--- src/rtl/frame_writer.sv ---
// Write-side engine for the dual-port frame buffer: accepts fill-rect and clear-screen
// commands, clips them to the screen and streams one raster-order pixel write per clock.
module frame_writer #(
  parameter int H_RES   = 640,
  parameter int V_RES   = 480,
  parameter int ADDR_W  = 19,
  parameter int COLOR_W = 8
) (
  input  logic               Clk,
  input  logic               Reset,
  input  logic               cmd_valid,
  output logic               cmd_ready,
  input  logic [1:0]         cmd_op,
  input  logic [9:0]         cmd_x,
  input  logic [9:0]         cmd_y,
  input  logic [9:0]         cmd_w,
  input  logic [9:0]         cmd_h,
  input  logic [COLOR_W-1:0] cmd_color,
  output logic               busy,
  output logic               done,
  output logic [ADDR_W-1:0]  pixel_count,
  output logic [ADDR_W-1:0]  fb_wraddress,
  output logic [COLOR_W-1:0] fb_data,
  output logic               fb_wren,
  output logic [1:0]         dbg_state
);

  // Handshake: a command transfers on the rising edge where cmd_valid and cmd_ready are
  // both 1 while idle. cmd_ready is registered and drops for the whole command; any
  // cmd_valid seen while it is low is dropped, never queued.

  typedef enum logic [1:0] {
    S_IDLE  = 2'd0,
    S_SETUP = 2'd1,
    S_DRAW  = 2'd2,
    S_DONE  = 2'd3
  } state_t;

  localparam logic [10:0]       H_END  = 11'(H_RES);
  localparam logic [10:0]       V_END  = 11'(V_RES);
  localparam logic [ADDR_W-1:0] H_STEP = ADDR_W'(H_RES);

  state_t state_q, state_d;

  logic               rsvd_q;
  logic [9:0]         x_q, y_q, w_q, h_q;
  logic [COLOR_W-1:0] color_q;

  logic [10:0]        x_end_q, y_end_q;
  logic [10:0]        cx_q, cy_q;
  logic [ADDR_W-1:0]  row_base_q;
  logic [ADDR_W-1:0]  count_q;

  logic               cmd_ready_q, busy_q, done_q, fb_wren_q;
  logic [ADDR_W-1:0]  pixel_count_q, fb_wraddress_q;
  logic [COLOR_W-1:0] fb_data_q;

  logic               accept;
  logic [10:0]        x_sum, y_sum, x_end_d, y_end_d;
  logic               empty_cmd;
  logic               last_col, last_row;
  logic [ADDR_W-1:0]  y_ext, row_base_init;

  assign accept = (state_q == S_IDLE) && cmd_valid && cmd_ready_q;

  // 11-bit sums so x+w and y+h cannot wrap before the clip compare.
  assign x_sum   = {1'b0, x_q} + {1'b0, w_q};
  assign y_sum   = {1'b0, y_q} + {1'b0, h_q};
  assign x_end_d = (x_sum > H_END) ? H_END : x_sum;
  assign y_end_d = (y_sum > V_END) ? V_END : y_sum;

  assign empty_cmd = rsvd_q || (w_q == 10'd0) || (h_q == 10'd0) ||
                     ({1'b0, x_q} >= H_END) || ({1'b0, y_q} >= V_END);

  assign last_col = (cx_q == (x_end_q - 11'd1));
  assign last_row = (cy_q == (y_end_q - 11'd1));

  assign y_ext = ADDR_W'(y_q);

  // y*640 decomposes into y*512 + y*128; other widths fall back to a constant multiply.
  if (H_RES == 640) begin : g_row_shift
    assign row_base_init = (y_ext << 9) + (y_ext << 7);
  end else begin : g_row_mul
    assign row_base_init = y_ext * H_STEP;
  end

  always_comb begin
    state_d = state_q;
    case (state_q)
      S_IDLE:  if (accept) state_d = S_SETUP;
      S_SETUP: state_d = empty_cmd ? S_DONE : S_DRAW;
      S_DRAW:  if (last_col && last_row) state_d = S_DONE;
      S_DONE:  state_d = S_IDLE;
      default: state_d = S_IDLE;
    endcase
  end

  always_ff @(posedge Clk) begin
    if (Reset) state_q <= S_IDLE;
    else       state_q <= state_d;
  end

  // Clear-screen is rewritten into a full-screen fill at accept time.
  always_ff @(posedge Clk) begin
    if (Reset) begin
      rsvd_q  <= 1'b0;
      x_q     <= '0;
      y_q     <= '0;
      w_q     <= '0;
      h_q     <= '0;
      color_q <= '0;
    end else if (accept) begin
      rsvd_q  <= cmd_op[1];
      color_q <= cmd_color;
      if (cmd_op == 2'b01) begin
        x_q <= '0;
        y_q <= '0;
        w_q <= 10'(H_RES);
        h_q <= 10'(V_RES);
      end else begin
        x_q <= cmd_x;
        y_q <= cmd_y;
        w_q <= cmd_w;
        h_q <= cmd_h;
      end
    end
  end

  always_ff @(posedge Clk) begin
    if (Reset) begin
      x_end_q    <= '0;
      y_end_q    <= '0;
      cx_q       <= '0;
      cy_q       <= '0;
      row_base_q <= '0;
      count_q    <= '0;
    end else begin
      case (state_q)
        S_SETUP: begin
          x_end_q    <= x_end_d;
          y_end_q    <= y_end_d;
          cx_q       <= {1'b0, x_q};
          cy_q       <= {1'b0, y_q};
          row_base_q <= row_base_init;
          count_q    <= '0;
        end
        S_DRAW: begin
          count_q <= count_q + 1'b1;
          if (last_col) begin
            cx_q       <= {1'b0, x_q};
            cy_q       <= cy_q + 11'd1;
            row_base_q <= row_base_q + H_STEP;
          end else begin
            cx_q <= cx_q + 11'd1;
          end
        end
        default: ;
      endcase
    end
  end

  // Outputs lag the state by one register; ready returns the cycle after done.
  always_ff @(posedge Clk) begin
    if (Reset) begin
      cmd_ready_q    <= 1'b1;
      busy_q         <= 1'b0;
      done_q         <= 1'b0;
      pixel_count_q  <= '0;
      fb_wraddress_q <= '0;
      fb_data_q      <= '0;
      fb_wren_q      <= 1'b0;
    end else begin
      cmd_ready_q <= (state_q == S_IDLE) && (state_d == S_IDLE);
      busy_q      <= !((state_q == S_IDLE) && (state_d == S_IDLE));
      done_q      <= (state_q == S_DONE);
      fb_wren_q   <= (state_q == S_DRAW);
      if (state_q == S_DONE) pixel_count_q <= count_q;
      if (state_q == S_DRAW) begin
        fb_wraddress_q <= row_base_q + ADDR_W'(cx_q);
        fb_data_q      <= color_q;
      end
    end
  end

  assign cmd_ready    = cmd_ready_q;
  assign busy         = busy_q;
  assign done         = done_q;
  assign pixel_count  = pixel_count_q;
  assign fb_wraddress = fb_wraddress_q;
  assign fb_data      = fb_data_q;
  assign fb_wren      = fb_wren_q;
  assign dbg_state    = state_q;

endmodule

--- config.mk ---
export PLATFORM = sky130hd
export DESIGN_NAME = frame_writer
export DESIGN_NICKNAME = d
export VERILOG_FILES = /design/src/rtl/frame_writer.sv
export SDC_FILE = /design/constraint.sdc
export NUM_CORES = 1
export LEC_CHECK = 0
export CORE_ASPECT_RATIO = 0.8
export CORE_MARGIN = 8
export CORE_UTILIZATION = 55
export CTS_CLUSTER_DIAMETER = 30
export DETAILED_ROUTE_END_ITERATION = 8
export PLACE_DENSITY_LB_ADDON = 0.1
export REMOVE_ABC_BUFFERS = 1
export SLEW_MARGIN = 40
export SYNTH_ARGS = -nofsm -noshare
export SYNTH_HDL_FRONTEND = slang
export SYNTH_SLANG_ARGS = --single-unit
--- constraint.sdc ---
create_clock -name Clk -period 3.52 [get_ports Clk]
set_clock_uncertainty 0.05 [all_clocks]
set_input_delay 0.352 -clock Clk [delete_from_list [all_inputs] [get_ports Clk]]
set_output_delay 0.352 -clock Clk [all_outputs]
set_load 0.02 [all_outputs]
==> key figures, run 1 <==
Clocking
  • Clk Latency, worst-skew pair: 0.44 ns
  • CTS HTree Levels: 4
  • Clock Tree Buf Depth: 2
  • CTS Hold Bufs: 0
  • Sink Count: 176
  • CTS Buf Count: 17
  • # Post-CTS Setup Buffers: 0
  • CTS clk-pin slew, worst paths: 0.07 ns
  • CTS tree: yes
  • CTS resizes: 0
  • CTS root buffer: clkbuf_16

Synth
  • Mapped Cells: 1157
  • Syn Area/Cell: 8.44 um2
  • Unique masters post-synth: 88
  • FF+latch count, synth: 176
  • Sequential cell area fraction in the yosys report: 36.1%
  • Synth async-reset ratio: 0%
  • EDFF count, synth: 0
  • Yosys warns: 0
  • Post-synthesis instance area: 9770 um2
  • Main flop type after synthesis: dfxtp_1

Die
  • Die X: 165 um
  • Rows: 43
  • IO Count: 105
  • DIE HEIGHT: 135 um
  • Core ar.: 17400 um2
  • Die area: 22300 um2
  • Starting Density: 56.2%

Global routing
  • Pin count of the biggest net entering global routing: 74
  • Vias in the first global route: 7999
  • Grt ovf: 0
  • Overall routing resource usage: 22.2%
  • Initial antenna violation count: 0
  • Global-route wire length before repair: 40700 um

Power and ir drop
  • Internal power: 4.59 mW
  • Sequential fraction of design power: 35.2%
  • Psw: 3.16 mW
  • Comb pwr share: 41.2%
  • VDD IR-drop max: 433 uV
  • Lkg Pwr: 4.22 nW
  • P per Cell Area: 677 nW/um2
  • Clk pwr share: 23.7%
  • Net Sw Frac: 40.8%

Detailed routing
  • Vias per cell: 5.90
  • WL/cell: 16.6 um
  • Vias: 8635
  • DRC: 0
  • Pre-antenna DRT Iters: 4
  • Post-DRT Antenna Nets: 0
  • DR iter-0 viols: 663
  • DRT Wirelength: 24300 um

Worst setup path
  • CP Buf/Inv Count: 1
  • Endpoint class of the critical path: flop
  • Worst-path cell chain: inv_1, ha_1, nor4b_1, and3_1, xnor2_1, or3_1, o31ai_1, o21ai_0, a221oi_2
  • CP arrival: 3.45 ns
  • Crit-path max FO: 9
  • CP Depth: 9
  • Critical path's top delay family: compound AO/OA/AOI/OAI gates
  • Slowest stage cell, crit path: o31ai_1
  • Critical path's largest stage delay: 0.58 ns
  • Worst Reg2Reg Path Length in Cells: 9
  • CP Launch Type: flop
  • Setup CP Type: reg2reg
  • CP required: 3.82 ns

Layout
  • Most frequent cells in the layout: 176 x dfxtp_1, 125 x nand2_1, 109 x nor2_1, 103 x clkdlybuf4s50_1, 76 x a21oi_1
  • Layout cells sized above 1: 6.05%
  • Non-filler cells, final: 1464
  • Footprint of the multi-input gates: 5800 um2
  • # fillers: 1491
  • Storage element area: 3520 um2
  • Area grow syn2layout: 17.4%
  • Commonest non-fill, non-tap cell in the layout: dfxtp_1
  • Diode count: 0
  • NumNets Final: 1326

Placed design
  • IO Port Bufs: 104
  • Final GP Congestion: 0.916
  • Post-DP HPWL: 17500 um
  • DP Cell Count: 1433

STA
  • Endpoints failing setup: 0
  • Max Clk Rate: 317 MHz
  • Fin crit share: 89.6%
  • Slew at the pin closest to its max-slew limit: 0.857 ns
  • Fin. Hold Viols: 0
  • Relative slew slack: 42.8%
  • Tmin final: 3.15 ns
  • Final Max Tran Viols: 0
  • Hold_ws: 0.289 ns
  • Unrepaired setup endpoints after global routing: false
  • TNS Setup: 0 ns

Flow run
  • Max-cap violations: 0

Status
  • Status: finished, final reports clean

Worst hold path
  • HP Class: in2reg
  • Hold path cells: 2
==> power groups by stage <==
stage | Combinational (mW) | Sequential (mW) | Clock (mW)
after floorplan | 2.20 | 2.71 | 0
after global placement | 3.13 | 2.75 | 0
after detailed placement | 3.17 | 2.76 | 0
after CTS | 3.19 | 2.72 | 1.86
after global routing | 3.56 | 2.78 | 1.94
final | 3.20 | 2.73 | 1.83
==> path summary, 6_finish.rpt <==
path	from	slack [ns]	to
setup / recovery	x_end_q[0]$_SDFFE_PP0P_	0.37	cx_q[5]$_SDFFE_PP0P_
hold / removal	Reset	0.29	fb_wraddress[3]$_SDFFE_PP0P_
setup reg to reg	x_end_q[0]$_SDFFE_PP0P_	0.37	cx_q[5]$_SDFFE_PP0P_
hold reg to reg	color_q[7]$_SDFFE_PP0P_	0.41	color_q[7]$_SDFFE_PP0P_
==> logic make-up (layout without fill, tap and decap cells) <==
logic type,Yosys count,after routing,synth area share (%)
AND/OR/NAND/NOR,450,450,22.8
AO/OA/AOI/OAI,267,267,19.1
flip-flops,176,176,36.1
buffers and inverters,102,184,4.79
XOR/XNOR,67,67,6.01
multiplexers,49,49,5.06
adder cells (fa/ha/maj),46,46,6.12
==> sequential cells by signal, indices dropped and copies added (netlist names), 2 cells and up <==
signal / cells
x_end_q: 11
fb_data: 8
x_q: 10
dbg_state: 2
cx_q: 11
w_q: 10
row_base_q: 12
fb_wraddress: 19
h_q: 10
y_q: 10
count_q: 19
color_q: 8
cy_q: 11
pixel_count: 19
y_end_q: 11
==> Yosys cell counts (4+ instances only) <==
master    number  share of area, %
dfxtp_1      176                36
nand2_1      125               4.8
nor2_1       109               4.2
a21oi_1       76               3.9
nand3_1       66               3.4
mux2i_1       46               4.7
clkbuf_1      44               1.7
ha_1          43               5.5
o21ai_0       42               2.2
xor2_1        37               3.3
inv_1         32               1.2
xnor2_1       30               2.7
a211oi_1      29               2.2
nor3_1        29               1.5
and3_1        17               1.1
a21o_1        14               1.1
nand4_1       13              0.83
buf_1         12              0.46
nor4_1        12              0.77
o31ai_1       12              0.92
nor2b_1       11              0.70
or3_1         10              0.64
or4_1         10              0.77
a31oi_1        8              0.51
buf_6          8              0.92
a211o_1        7              0.63
a311oi_1       7              0.63
nand2b_1       7              0.45
o21a_1         7              0.54
o211ai_1       6              0.46
and2_1         5              0.32
and4_1         5              0.45
nor3b_1        5              0.38
nor4b_1        5              0.45
o311ai_1       5              0.45
nand3b_1       4              0.31
o211a_1        4              0.41
==> metal layers <==
metal  track usage [%]  wire [um]  vias to the layer above
met3              5.29       1800                       33
met5                 0          0                        -
li1                  -          -                     4352
met1              32.6      12100                     3970
met2              31.5      10000                      280
met4              6.59        421                        0
==> cell type report <==
class | count | area share [%]
clock buffers | 18 | 3.74
clock inverters | 13 | 1.19
inverters | 34 | 1.11
multi-input cells | 879 | 50.6
flip-flops and latches | 176 | 30.7
well taps | 225 | 2.46
repair buffers | 119 | 10.1
==> metrics by stage <==
step           util, %  instance area, um2  total power, mW  setup slack (ns)
3_5_place_dp      62.7               10900             5.93             0.432
5_1_grt           66.0               11500             8.28            0.0883
2_1_floorplan        -                9430             4.91            -0.985
4_1_cts           66.0               11500             7.77             0.428
3_3_place_gp      62.7               10900             5.89             0.533
6_report          66.0               11500             7.76             0.367
Note: power is estimated with default switching activity, not from simulation.
==> run 2, diff against run 1 <==
Clock period 3.52 ns to 3.9 ns, I/O delays scaled along.
==> run 2 against run 1 <==
Worst hold slack better by 0.098 ns. Global-route usage up 0.16 points. Sequential power is 9.9% lower. Design area about the same. Final cell count decreased by 0.27%. Setup slack improved by 0.26 ns. Utilization is essentially flat. Largest cell class unchanged.
==> key figures, run 2 (synthesis gave the netlist of run 1 again) <==
Die
  • Die X: 165 um
  • Rows: 43
  • IO Count: 105
  • Die area: 22300 um2
  • Core ar.: 17400 um2
  • Starting Density: 56.2%
  • DIE HEIGHT: 135 um

Detailed routing
  • DRC: 0
  • DRT Wirelength: 24600 um
  • WL/cell: 16.8 um
  • Vias: 8643
  • DR iter-0 viols: 610
  • Pre-antenna DRT Iters: 5
  • Post-DRT Antenna Nets: 0
  • Vias per cell: 5.92

Power and ir drop
  • VDD IR-drop max: 325 uV
  • Total Power: 7.04 mW
  • P per Cell Area: 614 nW/um2
  • Lkg Pwr: 4.23 nW

Flow run
  • Max-cap violations: 0

Worst setup path
  • CP arrival: 3.53 ns
  • Endpoint class of the critical path: flop
  • CP required: 4.16 ns
  • CP Launch Type: flop
  • Crit-path max FO: 19
  • Setup CP Type: reg2reg

Global routing
  • Pin count of the biggest net entering global routing: 75
  • Vias in the first global route: 8070
  • Grt ovf: 0
  • Overall routing resource usage: 22.4%
  • Global-route wire length before repair: 40700 um
  • Initial antenna violation count: 0

STA
  • Endpoints failing setup: 0
  • Unrepaired setup endpoints after global routing: false
  • Slew at the pin closest to its max-slew limit: 0.761 ns
  • Max Clk Rate: 305 MHz
  • Final Max Tran Viols: 0
  • Fin crit share: 84.0%
  • Fin. Hold Viols: 0
  • TNS Setup: 0 ns
  • Setup slack after layout: 0.623 ns
  • Relative slew slack: 49.2%
  • Tmin final: 3.28 ns

Clocking
  • CTS root buffer: clkbuf_16
  • CTS tree: yes
  • CTS resizes: 0
  • Sink Count: 176
  • Clk Latency, worst-skew pair: 0.44 ns
  • CTS Buf Count: 17
  • Clock Tree Buf Depth: 2
  • CTS HTree Levels: 4
  • CTS clk-pin slew, worst paths: 0.07 ns
  • CTS Hold Bufs: 0
  • # Post-CTS Setup Buffers: 0

Placed design
  • Post-DP HPWL: 17700 um
  • DP Cell Count: 1428
  • IO Port Bufs: 104
  • Place WS: 0.646 ns
  • Final GP Congestion: 0.886

Layout
  • Area grow syn2layout: 17.3%
  • Layout cells sized above 1: 6.23%
  • Most frequent cells in the layout: 176 x dfxtp_1, 125 x nand2_1, 108 x nor2_1, 103 x clkdlybuf4s50_1, 76 x a21oi_1
  • Footprint of the multi-input gates: 5820 um2
  • Diode count: 0
  • Commonest non-fill, non-tap cell in the layout: dfxtp_1
  • NumNets Final: 1321
  • # fillers: 1579
  • Storage element area: 3520 um2
  • Non-filler cells, final: 1460

Worst hold path
  • HP Class: in2reg

Status
  • Status: finished, final reports clean
run 2: cell count changes in the layout (fill, tap and decap cells not counted), moves of 2 or more:
cell        previous run  this run
inv_8                  0         4
inv_6                  2         4
clkinvlp_4             5         0
buf_4                 15        11
run 2: layout make-up:
class                   count  share of cell area (%)
multi-input cells         879                    50.8
flip-flops and latches    176                    30.7
repair buffers            114                    9.72
clock buffers              17                    3.71
well taps                 225                    2.46
clock inverters            15                    1.45
inverters                  34                    1.11
run 2: worst max-delay path: stages (launching register included):
cell and delay, ns:
dfxtp_1 0.44, inv_1 0.07, ha_1 0.31, nor4b_1 0.20, and4_1 0.20, or4b_1 0.53
or2_1 0.40, a31oi_4 0.58, mux2i_1 0.27, a211oi_2 0.09
run 2: metal layers:
layer / vias up / share of wire [%] / global-route usage [%] / wire [um]
met5: - / 0 / 0 / 0
met4: 0 / 1.2 / 6.09 / 292
met3: 28 / 6.9 / 4.40 / 1690
met2: 245 / 43 / 33.3 / 10500
met1: 4035 / 49 / 32.2 / 12100
li1: 4335 / - / - / -
run 2: metrics by stage:
step | area, um2 | hold slack, ns | util (%)
detailed placement | 10900 | 0.396 | 62.5
global route | 11500 | 0.424 | 66.0
global placement | 10800 | 0.394 | 62.4
floorplan | 9430 | 0.380 | -
finish | 11500 | 0.387 | 66.0
CTS | 11400 | 0.382 | 65.9
run 2: report_power, final:
group          leakage [nW]  total, mW  switching (mW)  internal [mW]
registers              1.43       2.46           0.373           2.09
logic                  2.51       2.85            1.71           1.14
clock network         0.293       1.73           0.815          0.913
total                  4.23       7.04            2.90           4.14
run 2: worst paths after layout:
path | start | to | slack [ns] | cells past startpoint
max | x_end_q[0]$_SDFFE_PP0P_ | cx_q[1]$_SDFFE_PP0P_ | 0.62 | 9
min | Reset | fb_wraddress[2]$_SDFFE_PP0P_ | 0.39 | 2
max reg2reg | x_end_q[0]$_SDFFE_PP0P_ | cx_q[1]$_SDFFE_PP0P_ | 0.62 | 9
min reg2reg | color_q[7]$_SDFFE_PP0P_ | color_q[7]$_SDFFE_PP0P_ | 0.41 | 2
